==> src/rtl/speed_meas_pkg.sv <==
// Shared constants and types for the encoder pulse-timing speed measurement path.
package speed_meas_pkg;

    localparam int unsigned DATA_W = 26;
    localparam int unsigned MODE_W = 8;
    localparam int unsigned IDX_W  = 3;
    localparam int unsigned WD_W   = 16;

    localparam logic [IDX_W-1:0]  IDX_MAX       = IDX_W'(4);
    localparam logic [DATA_W-1:0] TIME_MAX      = DATA_W'(67108863);
    localparam logic [DATA_W-1:0] SPEED_SAT     = DATA_W'(26'h3FFFFFF);
    localparam logic [DATA_W-1:0] DIVIDEND_BASE = DATA_W'(390625);

    // Pulses per measurement, indexed by mode index 0..4
    localparam logic [4:0][MODE_W-1:0] MODE_TABLE = {8'd128, 8'd64, 8'd16, 8'd4, 8'd1};

    typedef enum logic [2:0] {
        ST_IDLE,
        ST_DIV_REQ,
        ST_DIV_WAIT,
        ST_OUTPUT,
        ST_UPDATE
    } state_t;

    typedef enum logic [1:0] {
        VOTE_NONE,
        VOTE_UP,
        VOTE_DOWN
    } vote_t;

    typedef struct packed {
        logic [DATA_W-1:0] dividend;
        logic [DATA_W-1:0] divisor;
    } div_req_t;

    function automatic logic [MODE_W-1:0] mode_value_of(input logic [IDX_W-1:0] idx);
        logic [MODE_W-1:0] val;
        case (idx)
            3'd0:    val = MODE_TABLE[0];
            3'd1:    val = MODE_TABLE[1];
            3'd2:    val = MODE_TABLE[2];
            3'd3:    val = MODE_TABLE[3];
            default: val = MODE_TABLE[4];
        endcase
        return val;
    endfunction

endpackage

==> src/rtl/speed_mode_hysteresis.sv <==
// Mode index with vote hysteresis: a mode step needs HYST_CNT consecutive same-direction votes.
module speed_mode_hysteresis
    import speed_meas_pkg::*;
#(
    parameter int unsigned HYST_CNT = 2
) (
    input  logic              sys_clk,
    input  logic              reset_n,
    input  logic              update_en,
    input  logic              force_zero,
    input  vote_t             vote,
    output logic [IDX_W-1:0]  mode_idx,
    output logic [MODE_W-1:0] mode_value,
    output logic              mode_strobe
);

    localparam int unsigned CNT_W = $clog2(HYST_CNT + 1);

    logic [CNT_W-1:0]  cnt_q;
    logic [CNT_W-1:0]  cnt_d;
    logic [CNT_W-1:0]  cnt_step;
    vote_t             dir_q;
    vote_t             dir_d;
    logic [IDX_W-1:0]  idx_d;
    logic              strobe_d;

    always_comb begin
        cnt_d    = cnt_q;
        dir_d    = dir_q;
        idx_d    = mode_idx;
        strobe_d = 1'b0;
        cnt_step = '0;
        if (update_en) begin
            if (force_zero) begin
                cnt_d    = '0;
                dir_d    = VOTE_NONE;
                idx_d    = '0;
                strobe_d = (mode_idx != '0);
            end else if (vote == VOTE_NONE) begin
                cnt_d = '0;
                dir_d = VOTE_NONE;
            end else begin
                // Opposite direction restarts the run at one vote
                cnt_step = (vote == dir_q) ? cnt_q + CNT_W'(1) : CNT_W'(1);
                dir_d    = vote;
                if (cnt_step == CNT_W'(HYST_CNT)) begin
                    cnt_d    = '0;
                    idx_d    = (vote == VOTE_UP) ? mode_idx + IDX_W'(1) : mode_idx - IDX_W'(1);
                    strobe_d = 1'b1;
                end else begin
                    cnt_d = cnt_step;
                end
            end
        end
    end

    always_ff @(posedge sys_clk or negedge reset_n) begin
        if (!reset_n) begin
            cnt_q       <= '0;
            dir_q       <= VOTE_NONE;
            mode_idx    <= '0;
            mode_value  <= MODE_TABLE[0];
            mode_strobe <= 1'b0;
        end else begin
            cnt_q       <= cnt_d;
            dir_q       <= dir_d;
            mode_idx    <= idx_d;
            mode_value  <= mode_value_of(idx_d);
            mode_strobe <= strobe_d;
        end
    end

endmodule

==> src/rtl/speed_mode_divider_scheduler.sv <==
// Sequences the shared serial divider for each pulse-timing result and
// selects the next speed-area mode for the pulse-timing counter.
module speed_mode_divider_scheduler
    import speed_meas_pkg::*;
#(
    parameter logic [DATA_W-1:0] SHORT_THR   = 26'd50000,
    parameter logic [DATA_W-1:0] LONG_THR    = 26'd2000000,
    parameter int unsigned       HYST_CNT    = 2,
    parameter logic [WD_W-1:0]   DIV_TIMEOUT = 16'd64
) (
    input  logic              sys_clk,
    input  logic              reset_n,
    input  logic [DATA_W-1:0] speed_pluse_time_cnt_in,
    input  logic [DATA_W-1:0] speed_pluse_count_dividend_in,
    input  logic              speed_cnt_valid_in,
    output logic [MODE_W-1:0] speed_area_count_value_out,
    output logic              speed_area_count_valid_out,
    output logic              div_start_out,
    output logic [DATA_W-1:0] div_dividend_out,
    output logic [DATA_W-1:0] div_divisor_out,
    input  logic              div_done_in,
    input  logic [DATA_W-1:0] div_quotient_in,
    output logic [DATA_W-1:0] speed_value_out,
    output logic              speed_valid_out,
    output logic              overrun_out,
    output logic              div_err_out
);

    state_t            state_q;
    state_t            state_d;
    logic [DATA_W-1:0] time_q;
    logic [DATA_W-1:0] time_d;
    logic              time_max_q;
    logic              time_max_d;
    logic              timed_out_q;
    logic              timed_out_d;
    logic [WD_W-1:0]   wd_q;
    logic [WD_W-1:0]   wd_d;
    div_req_t          div_req_q;
    div_req_t          div_req_d;
    logic              div_start_d;
    logic [DATA_W-1:0] speed_value_d;
    logic              speed_valid_d;
    logic              overrun_d;
    logic              div_err_d;
    logic              update_en_c;
    vote_t             vote_c;
    logic [IDX_W-1:0]  mode_idx;

    assign div_dividend_out = div_req_q.dividend;
    assign div_divisor_out  = div_req_q.divisor;

    // Vote from the latched time count against the current mode index
    always_comb begin
        vote_c = VOTE_NONE;
        if ((time_q < SHORT_THR) && (mode_idx < IDX_MAX)) begin
            vote_c = VOTE_UP;
        end else if ((time_q > LONG_THR) && (mode_idx != '0)) begin
            vote_c = VOTE_DOWN;
        end
    end

    always_comb begin
        state_d       = state_q;
        time_d        = time_q;
        time_max_d    = time_max_q;
        timed_out_d   = timed_out_q;
        wd_d          = wd_q;
        div_req_d     = div_req_q;
        div_start_d   = 1'b0;
        speed_value_d = speed_value_out;
        speed_valid_d = 1'b0;
        div_err_d     = 1'b0;
        update_en_c   = 1'b0;
        overrun_d     = speed_cnt_valid_in && (state_q != ST_IDLE);
        case (state_q)
            ST_IDLE: begin
                if (speed_cnt_valid_in) begin
                    time_d      = speed_pluse_time_cnt_in;
                    time_max_d  = (speed_pluse_time_cnt_in == TIME_MAX);
                    timed_out_d = 1'b0;
                    if (speed_pluse_time_cnt_in == TIME_MAX) begin
                        speed_value_d = '0;
                        state_d       = ST_OUTPUT;
                    end else if (speed_pluse_time_cnt_in == '0) begin
                        speed_value_d = SPEED_SAT;
                        state_d       = ST_OUTPUT;
                    end else begin
                        div_req_d.dividend = speed_pluse_count_dividend_in;
                        div_req_d.divisor  = speed_pluse_time_cnt_in;
                        div_start_d        = 1'b1;
                        state_d            = ST_DIV_REQ;
                    end
                end
            end
            ST_DIV_REQ: begin
                wd_d    = '0;
                state_d = ST_DIV_WAIT;
            end
            ST_DIV_WAIT: begin
                if (div_done_in) begin
                    speed_value_d = div_quotient_in;
                    state_d       = ST_OUTPUT;
                end else if (wd_q == DIV_TIMEOUT - WD_W'(1)) begin
                    div_err_d   = 1'b1;
                    timed_out_d = 1'b1;
                    state_d     = ST_UPDATE;
                end else begin
                    wd_d = wd_q + WD_W'(1);
                end
            end
            ST_OUTPUT: begin
                speed_valid_d = 1'b1;
                state_d       = ST_UPDATE;
            end
            ST_UPDATE: begin
                // A timed-out division carries no speed, so it casts no vote
                update_en_c = !timed_out_q;
                state_d     = ST_IDLE;
            end
            default: begin
                state_d = ST_IDLE;
            end
        endcase
    end

    always_ff @(posedge sys_clk or negedge reset_n) begin
        if (!reset_n) begin
            state_q         <= ST_IDLE;
            time_q          <= '0;
            time_max_q      <= 1'b0;
            timed_out_q     <= 1'b0;
            wd_q            <= '0;
            div_req_q       <= '0;
            div_start_out   <= 1'b0;
            speed_value_out <= '0;
            speed_valid_out <= 1'b0;
            overrun_out     <= 1'b0;
            div_err_out     <= 1'b0;
        end else begin
            state_q         <= state_d;
            time_q          <= time_d;
            time_max_q      <= time_max_d;
            timed_out_q     <= timed_out_d;
            wd_q            <= wd_d;
            div_req_q       <= div_req_d;
            div_start_out   <= div_start_d;
            speed_value_out <= speed_value_d;
            speed_valid_out <= speed_valid_d;
            overrun_out     <= overrun_d;
            div_err_out     <= div_err_d;
        end
    end

    speed_mode_hysteresis #(
        .HYST_CNT (HYST_CNT)
    ) u_hyst (
        .sys_clk     (sys_clk),
        .reset_n     (reset_n),
        .update_en   (update_en_c),
        .force_zero  (time_max_q),
        .vote        (vote_c),
        .mode_idx    (mode_idx),
        .mode_value  (speed_area_count_value_out),
        .mode_strobe (speed_area_count_valid_out)
    );

endmodule
==> config.mk <==
export PLATFORM = sky130hd
export DESIGN_NAME = speed_mode_divider_scheduler
export DESIGN_NICKNAME = d
export VERILOG_FILES = /design/src/rtl/speed_meas_pkg.sv /design/src/rtl/speed_mode_hysteresis.sv /design/src/rtl/speed_mode_divider_scheduler.sv
export SDC_FILE = /design/constraint.sdc
export NUM_CORES = 1
export LEC_CHECK = 0
export ABC_AREA = 1
export BUFFER_PORTS_ARGS = -buffer_cell sky130_fd_sc_hd__buf_4
export CORE_MARGIN = 3
export CORE_UTILIZATION = 50
export CTS_CLUSTER_SIZE = 30
export DETAILED_ROUTE_END_ITERATION = 8
export MAX_ROUTING_LAYER = met4
export PLACE_DENSITY = 0.81
export SYNTH_ARGS = -nofsm -noshare
export SYNTH_HDL_FRONTEND = slang
export SYNTH_SLANG_ARGS = --single-unit
==> constraint.sdc <==
create_clock -name sys_clk -period 2.14 [get_ports sys_clk]
set_input_delay 0.321 -clock sys_clk [delete_from_list [all_inputs] [get_ports sys_clk]]
set_output_delay 0.321 -clock sys_clk [all_outputs]
set_load 0.05 [all_outputs]
==> key figures, run 1 <==
Cells and area
  – Area delta synth->final: 37.1%
  – Commonest non-fill, non-tap cell in the layout: buf_4
  – Post-route cell area: 0.00862 sq mm
  – Number of fill cells in the layout: 865
  – Ant diodes: 0
  – Fraction of layout cells with a size suffix above 1: 0.383
  – Most frequent cells in the layout: 195 x buf_4, 139 x dfrtp_1, 136 x nand2_1, 53 x inv_1, 47 x mux2_2
  – Register area: 0.00356 sq mm
  – Multi-input gate area: 0.00249 sq mm
  – Post-layout net count: 931

Power and ir drop
  – Comb power frac: 0.507
  – Net switching power: 6.98 mW
  – Net Sw Frac: 0.463
  – Worst vdd ir: 1230 uV
  – PD cells: 1750 mW/mm^2
  – Leakage: 4.27 nW
  – Overall Power: 15.1 mW
  – Int Pwr: 8.08 mW
  – Clk pwr share: 0.193
  – Share of power burned in registers: 0.300

Hold path
  – Class of the worst hold path: in2reg
  – Hold path startpoint: speed_pluse_count_dividend_in[19]
  – Hold path cells: 2
  – Hold endpoint: div_dividend_out[19]$_DFFE_PN0P_

Place
  – DP Area: 0.00781 sq mm
  – Placement-stage worst setup slack: -42.4 ps
  – Port Buffers: 169
  – Post-DP HPWL: 11.6 mm
  – Placer congestion estimate: 0.904

Synth
  – Primary FF master, synth: dfrtp_1
  – Async S/R FF share, synth: 1.00
  – EDFF count, synth: 0
  – Synthesized instance count: 649
  – Post-Syn Area per Cell: 9.69 sq um
  – Sequential fraction of the synthesis area: 0.565
  – Post-Syn Area: 0.00629 sq mm
  – Post-synthesis register bit count: 142
  – Distinct cell type count after synthesis: 40
  – Ys Warns: 0

Critical path
  – Worst Path Buf+Inv: 3
  – Worst flop-to-flop path endpoint: u_hyst.mode_value[4]$_DFF_PN0_
  – Crit Path Class: reg2reg
  – Type of origin of the critical path: flop
  – Worst-path cell chain: inv_2 > buf_4 > nand3_2 > nor2_4 > nand3_2 > inv_1 > fa_2 > nand3_1 > nand3_1 > nand2_2 > nand2_1 > nor2_1
  – CP peak stage delay: 440 ps
  – CP max-delay cell: fa_2
  – CP Data Required Time: 2490 ps
  – CP arrival: 2400 ps
  – Worst R2R Start: time_q[21]$_DFFE_PN0P_
  – Delay-heaviest family, CP: simple AND/OR/NAND/NOR gates
  – Maximum fanout along the worst path: 4
  – Reg2Reg Depth: 12
  – Reg2Reg Setup Slack: 90 ps
  – CP endpoint kind: flop

Die
  – Die Height: 118 um
  – Die Span X: 118 um
  – I/O pin cnt: 173
  – Die ar.: 0.0140 sq mm
  – Initial Util: 0.517
  – # rows: 40
  – Core ar.: 0.0122 sq mm

Drt
  – Via-to-Cell Ratio: 5.23
  – DRT Pass-1 Iters: 5
  – Final ANT Viol Nets: 0
  – Vias: 5,374
  – Final wirelength: 16.2 mm
  – WL/cell: 15.8 um
  – Initial DRC Count: 423
  – DRC Markers: 0

STA
  – Count of final hold-check violations: 0
  – Clk_skew: 10.5 ps
  – Max-slew violation count: 0
  – Final setup violation count: 0
  – FMAX: 488 MHz
  – Final period utilization: 0.957
  – TNS Setup: 0 ps
  – Final setup margin: 91.2 ps
  – Hold slack: 117 ps
  – Min Tclk post-route: 2050 ps
  – RSZ-0062 raised after global routing: yes

Clock network
  – Clock Pin Slew Worst Setup and Hold Paths: 60 ps
  – CTS Buffer Depth: 2
  – CTS buffer count: 17
  – CTS root buf: clkbuf_16
  – CTS Sinks: 142
  – CTS H-tree depth: 4
  – Clk_lat worst skew: 420 ps
  – CTS tree: built

Global route
  – Vias in the first global route: 5,431
  – Initial antenna violation count: 0
  – Grt total ovfl: 0
  – GRT Total Usage: 0.239
  – Largest net degree at the start of global routing: 54
  – First-pass GRT wire length: 26.2 mm

Status
  – Outcome: finished clean

Run
  – Max cap viols: 0
power by group through the flow:
| stage | logic (mW) | registers [mW] | clock network, mW |
|---|---|---|---|
| 2_1_floorplan | 2.37 | 7.19 | 0 |
| 3_3_place_gp | 7.20 | 4.44 | 0 |
| 3_5_place_dp | 7.38 | 4.52 | 0 |
| 4_1_cts | 7.41 | 4.50 | 2.94 |
| 5_1_grt | 8.11 | 4.65 | 3.05 |
| 6_report | 7.63 | 4.52 | 2.91 |
area by class of cell:
type                       count  area share
timing repair buffer         200       0.179
multi-input combinational    424       0.289
sequential                   142       0.413
inverter                      62      0.0270
tap                          168      0.0244
clock inverter                12      0.0160
clock buffer                  19      0.0514
cells in the mapped netlist, types with 4 or more instances:
cell	count	share of area
inv_2	7	0.0042
inv_1	55	0.033
mux2_2	47	0.084
a21oi_1	31	0.025
nand4_1	15	0.015
nor2_1	51	0.030
nor3_1	7	0.0056
clkbuf_1	12	0.0072
mux2_1	5	0.0090
nand2_1	143	0.085
a221oi_1	4	0.0056
o21ai_1	26	0.021
dfrtp_1	141	0.56
buf_4	8	0.0096
nor2_2	5	0.0050
nand3_1	29	0.023
nor4_1	6	0.0060
o21ai_0	24	0.019
cell families after synthesis:
family	synth area share
AOI/OAI and AO/OA	0.0818
adders and majority gates	0.00517
other	0.000596
muxes	0.0931
xor gates and xnor gates	0.00418
DFF	0.565
and+or+nand+nor	0.194
buffers and inverters	0.0561
state kept, by name (all words and copies together), names as in the netlist, 3 cells and up:
name	count
div_dividend_out	26
wd_q	16
speed_value_out	26
div_divisor_out	26
u_hyst.mode_value	5
time_q	26
state_q	3
u_hyst.mode_idx	3
worst max path at each step:
stage	start	to	slack (ps)	cells after the start
after floorplan	time_q[7]$_DFFE_PN0P_	u_hyst.mode_value[2]$_DFF_PN0_	220	14
after global placement	time_q[23]$_DFFE_PN0P_	u_hyst.mode_value[2]$_DFF_PN0_	100	12
after detailed placement	time_q[23]$_DFFE_PN0P_	u_hyst.mode_value[4]$_DFF_PN0_	-40	11
after CTS	time_q[23]$_DFFE_PN0P_	u_hyst.mode_value[2]$_DFF_PN0_	10	13
after global routing	time_q[12]$_DFFE_PN0P_	u_hyst.mode_value[4]$_DFF_PN0_	-90	15
final	time_q[21]$_DFFE_PN0P_	u_hyst.mode_value[4]$_DFF_PN0_	90	12
stage by stage:
stage / utilization / cells
2_1_floorplan: - / 651
3_3_place_gp: 0.642 / 980
3_5_place_dp: 0.642 / 980
4_1_cts: 0.691 / 1012
5_1_grt: 0.709 / 1027
6_report: 0.709 / 1027
layer usage:
metal,vias to the layer above,global-route usage,share of wire
met5,-,-,0
met4,0,0.0864,0.021
met3,31,0.0584,0.061
met2,184,0.398,0.52
met1,2610,0.284,0.40
li1,2549,-,-
repair_timing:
item,4_1_cts,5_1_grt
pin swaps,1,22
buffers inserted,0,15
endpoints found under the setup margin,5,14
hold buffers,1,0
gates resized for setup,3,29
endpoints found under the hold margin,39,0
No activity file was read; power rests on OpenSTA's default activity.
==> run 2: changes to the inputs <==
--- a/config.mk
+++ b/config.mk
@@ -7,11 +7,11 @@
 export LEC_CHECK = 0
 export ABC_AREA = 1
 export BUFFER_PORTS_ARGS = -buffer_cell sky130_fd_sc_hd__buf_4
+export CAP_MARGIN = 20
 export CORE_MARGIN = 3
 export CORE_UTILIZATION = 50
 export CTS_CLUSTER_SIZE = 30
 export DETAILED_ROUTE_END_ITERATION = 8
-export MAX_ROUTING_LAYER = met4
 export PLACE_DENSITY = 0.81
 export SYNTH_ARGS = -nofsm -noshare
 export SYNTH_HDL_FRONTEND = slang
==> key figures, run 2 (synthesized netlist as in run 1, its figures left out) <==
Status
  – Outcome: finished clean (unchanged)

Drt
  – Final wirelength: 16.2 mm (about the same)
  – WL/cell: 15.8 um (about the same)
  – Initial DRC Count: 408 (was 423)
  – Vias: 5,363 (was 5,374)
  – DRC Markers: 0 (unchanged)
  – Via-to-Cell Ratio: 5.22 (was 5.23)
  – Final ANT Viol Nets: 0 (unchanged)
  – DRT Pass-1 Iters: 5 (unchanged)

STA
  – FMAX: 486 MHz (was 488 MHz)
  – TNS Setup: 0 ps (unchanged)
  – Final period utilization: 0.961 (was 0.957)
  – RSZ-0062 raised after global routing: yes (unchanged)
  – Hold slack: 113 ps (was 117 ps)
  – Min Tclk post-route: 2060 ps (was 2050 ps)
  – Count of final hold-check violations: 0 (unchanged)
  – Max-slew violation count: 0 (unchanged)
  – Final setup violation count: 0 (unchanged)
  – Clk_skew: 10.4 ps (was 10.5 ps)

Clock network
  – CTS tree: built (unchanged)
  – CTS H-tree depth: 4 (unchanged)
  – CTS Sinks: 142 (unchanged)
  – Clk_lat worst skew: 430 ps (was 420 ps)
  – Clock Pin Slew Worst Setup and Hold Paths: 60 ps (about the same)
  – CTS root buf: clkbuf_16 (unchanged)
  – CTS buffer count: 17 (unchanged)
  – CTS Buffer Depth: 2 (unchanged)

Global route
  – First-pass GRT wire length: 26.3 mm (was 26.2 mm)
  – Grt total ovfl: 0 (unchanged)
  – Vias in the first global route: 5,416 (was 5,431)
  – Initial antenna violation count: 0 (unchanged)
  – Largest net degree at the start of global routing: 54 (unchanged)
  – GRT Total Usage: 0.233 (was 0.239)

Critical path
  – Type of origin of the critical path: flop (unchanged)
  – Worst R2R Start: time_q[21]$_DFFE_PN0P_ (unchanged)
  – CP peak stage delay: 440 ps (about the same)
  – Worst-path cell chain: inv_2 > buf_4 > nand3_2 > nor2_4 > nand3_2 > inv_1 > fa_2 > nand3_1 > nand3_1 > nand2_2 > nand2_1 > nor2_1 (unchanged)
  – Maximum fanout along the worst path: 4 (unchanged)
  – CP endpoint kind: flop (unchanged)
  – CP Data Required Time: 2490 ps (about the same)
  – Crit Path Class: reg2reg (unchanged)
  – CP arrival: 2410 ps (was 2400 ps)
  – Setup crit start: time_q[21]$_DFFE_PN0P_ (unchanged)
  – CP max-delay cell: fa_2 (unchanged)

Cells and area
  – Fraction of layout cells with a size suffix above 1: 0.383 (unchanged)
  – Ant diodes: 0 (unchanged)
  – Post-layout net count: 931 (unchanged)
  – Number of fill cells in the layout: 865 (unchanged)
  – Most frequent cells in the layout: 195 x buf_4, 139 x dfrtp_1, 136 x nand2_1, 53 x inv_1, 47 x mux2_2 (unchanged)
  – Area delta synth->final: 37.1% (unchanged)
  – Commonest non-fill, non-tap cell in the layout: buf_4 (unchanged)

Power and ir drop
  – PD cells: 1750 mW/mm^2 (about the same)
  – Leakage: 4.27 nW (unchanged)
  – Worst vdd ir: 1230 uV (about the same)
  – Overall Power: 15.0 mW (was 15.1 mW)

Die
  – I/O pin cnt: 173 (unchanged)
  – # rows: 40 (unchanged)
  – Die ar.: 0.0140 sq mm (unchanged)
  – Initial Util: 0.517 (unchanged)
  – Core ar.: 0.0122 sq mm (unchanged)
  – Die Span X: 118 um (unchanged)
  – Die Height: 118 um (unchanged)

Hold path
  – Class of the worst hold path: in2reg (unchanged)
  – Hold path startpoint: speed_pluse_count_dividend_in[19] (unchanged)

Place
  – Placer congestion estimate: 0.889 (was 0.904)
  – Port Buffers: 169 (unchanged)
  – Post-DP HPWL: 11.6 mm (unchanged)

Run
  – Max cap viols: 0 (unchanged)
==> run 2: cell counts in the layout (fill, tap and decap cells not counted) <==
Identical to the previous run, type by type.
==> run 2: area by class of cell <==
cell class	instances	area [sq um]	area share
Sequential cell	142	3560	0.413
Clock inverter	12	138	0.0160
Multi-Input combinational cell	424	2490	0.289
Inverter	62	233	0.0270
Clock buffer	19	443	0.0514
Tap cell	168	210	0.0244
Timing Repair Buffer	200	1550	0.179
==> run 2: through the flow <==
stage	std cells	util	area, sq um	setup WS (ps)
floorplan	651	-	6290	223
global placement	980	0.642	7810	104
detailed placement	980	0.642	7810	-42.4
CTS	1012	0.691	8410	12.8
global route	1027	0.709	8620	-92.8
finish	1027	0.709	8620	83.9
==> run 2: power by group <==
group          total, mW  switching (mW)  internal [mW]
registers           4.51           0.692           3.82
clock network       2.91            1.16           1.75
logic               7.62            5.12           2.50
==> run 2: final timing paths <==
kind / end / cells past startpoint / slack, ps
worst max-delay path: u_hyst.mode_value[4]$_DFF_PN0_ / 12 / 80
worst min-delay path: div_dividend_out[19]$_DFFE_PN0P_ / 2 / 110
worst max register to register: u_hyst.mode_value[4]$_DFF_PN0_ / 12 / 80
worst min register to register: time_q[3]$_DFFE_PN0P_ / 2 / 480
max in group asynchronous: speed_value_out[13]$_DFFE_PN0P_ / 3 / 1110
min in group asynchronous: div_dividend_out[1]$_DFFE_PN0P_ / 2 / 380
==> run 2: per-layer routing <==
layer	track usage	up-vias	share of wire
met5	0	-	0
met3	0.0766	30	0.070
met2	0.398	182	0.51
met1	0.275	2601	0.39
met4	0.0821	0	0.024
li1	-	2550	-
==> run 2: critical path, delay by kind of cell (launching register included) <==
family,cells,cell delay (ps)
flops,1,390
fa+ha+maj,1,440
buf+inv,3,300
simple gates,8,860
==> run 2: timing repair <==
| item | in CTS | in global routing |
|---|---|---|
| hold endpoints to repair | 39 | 0 |
| gates resized for setup | 3 | 29 |
| buffers inserted | 0 | 15 |
| pin swaps | 1 | 22 |
| hold buffers | 1 | 0 |
| endpoints found under the setup margin | 5 | 14 |
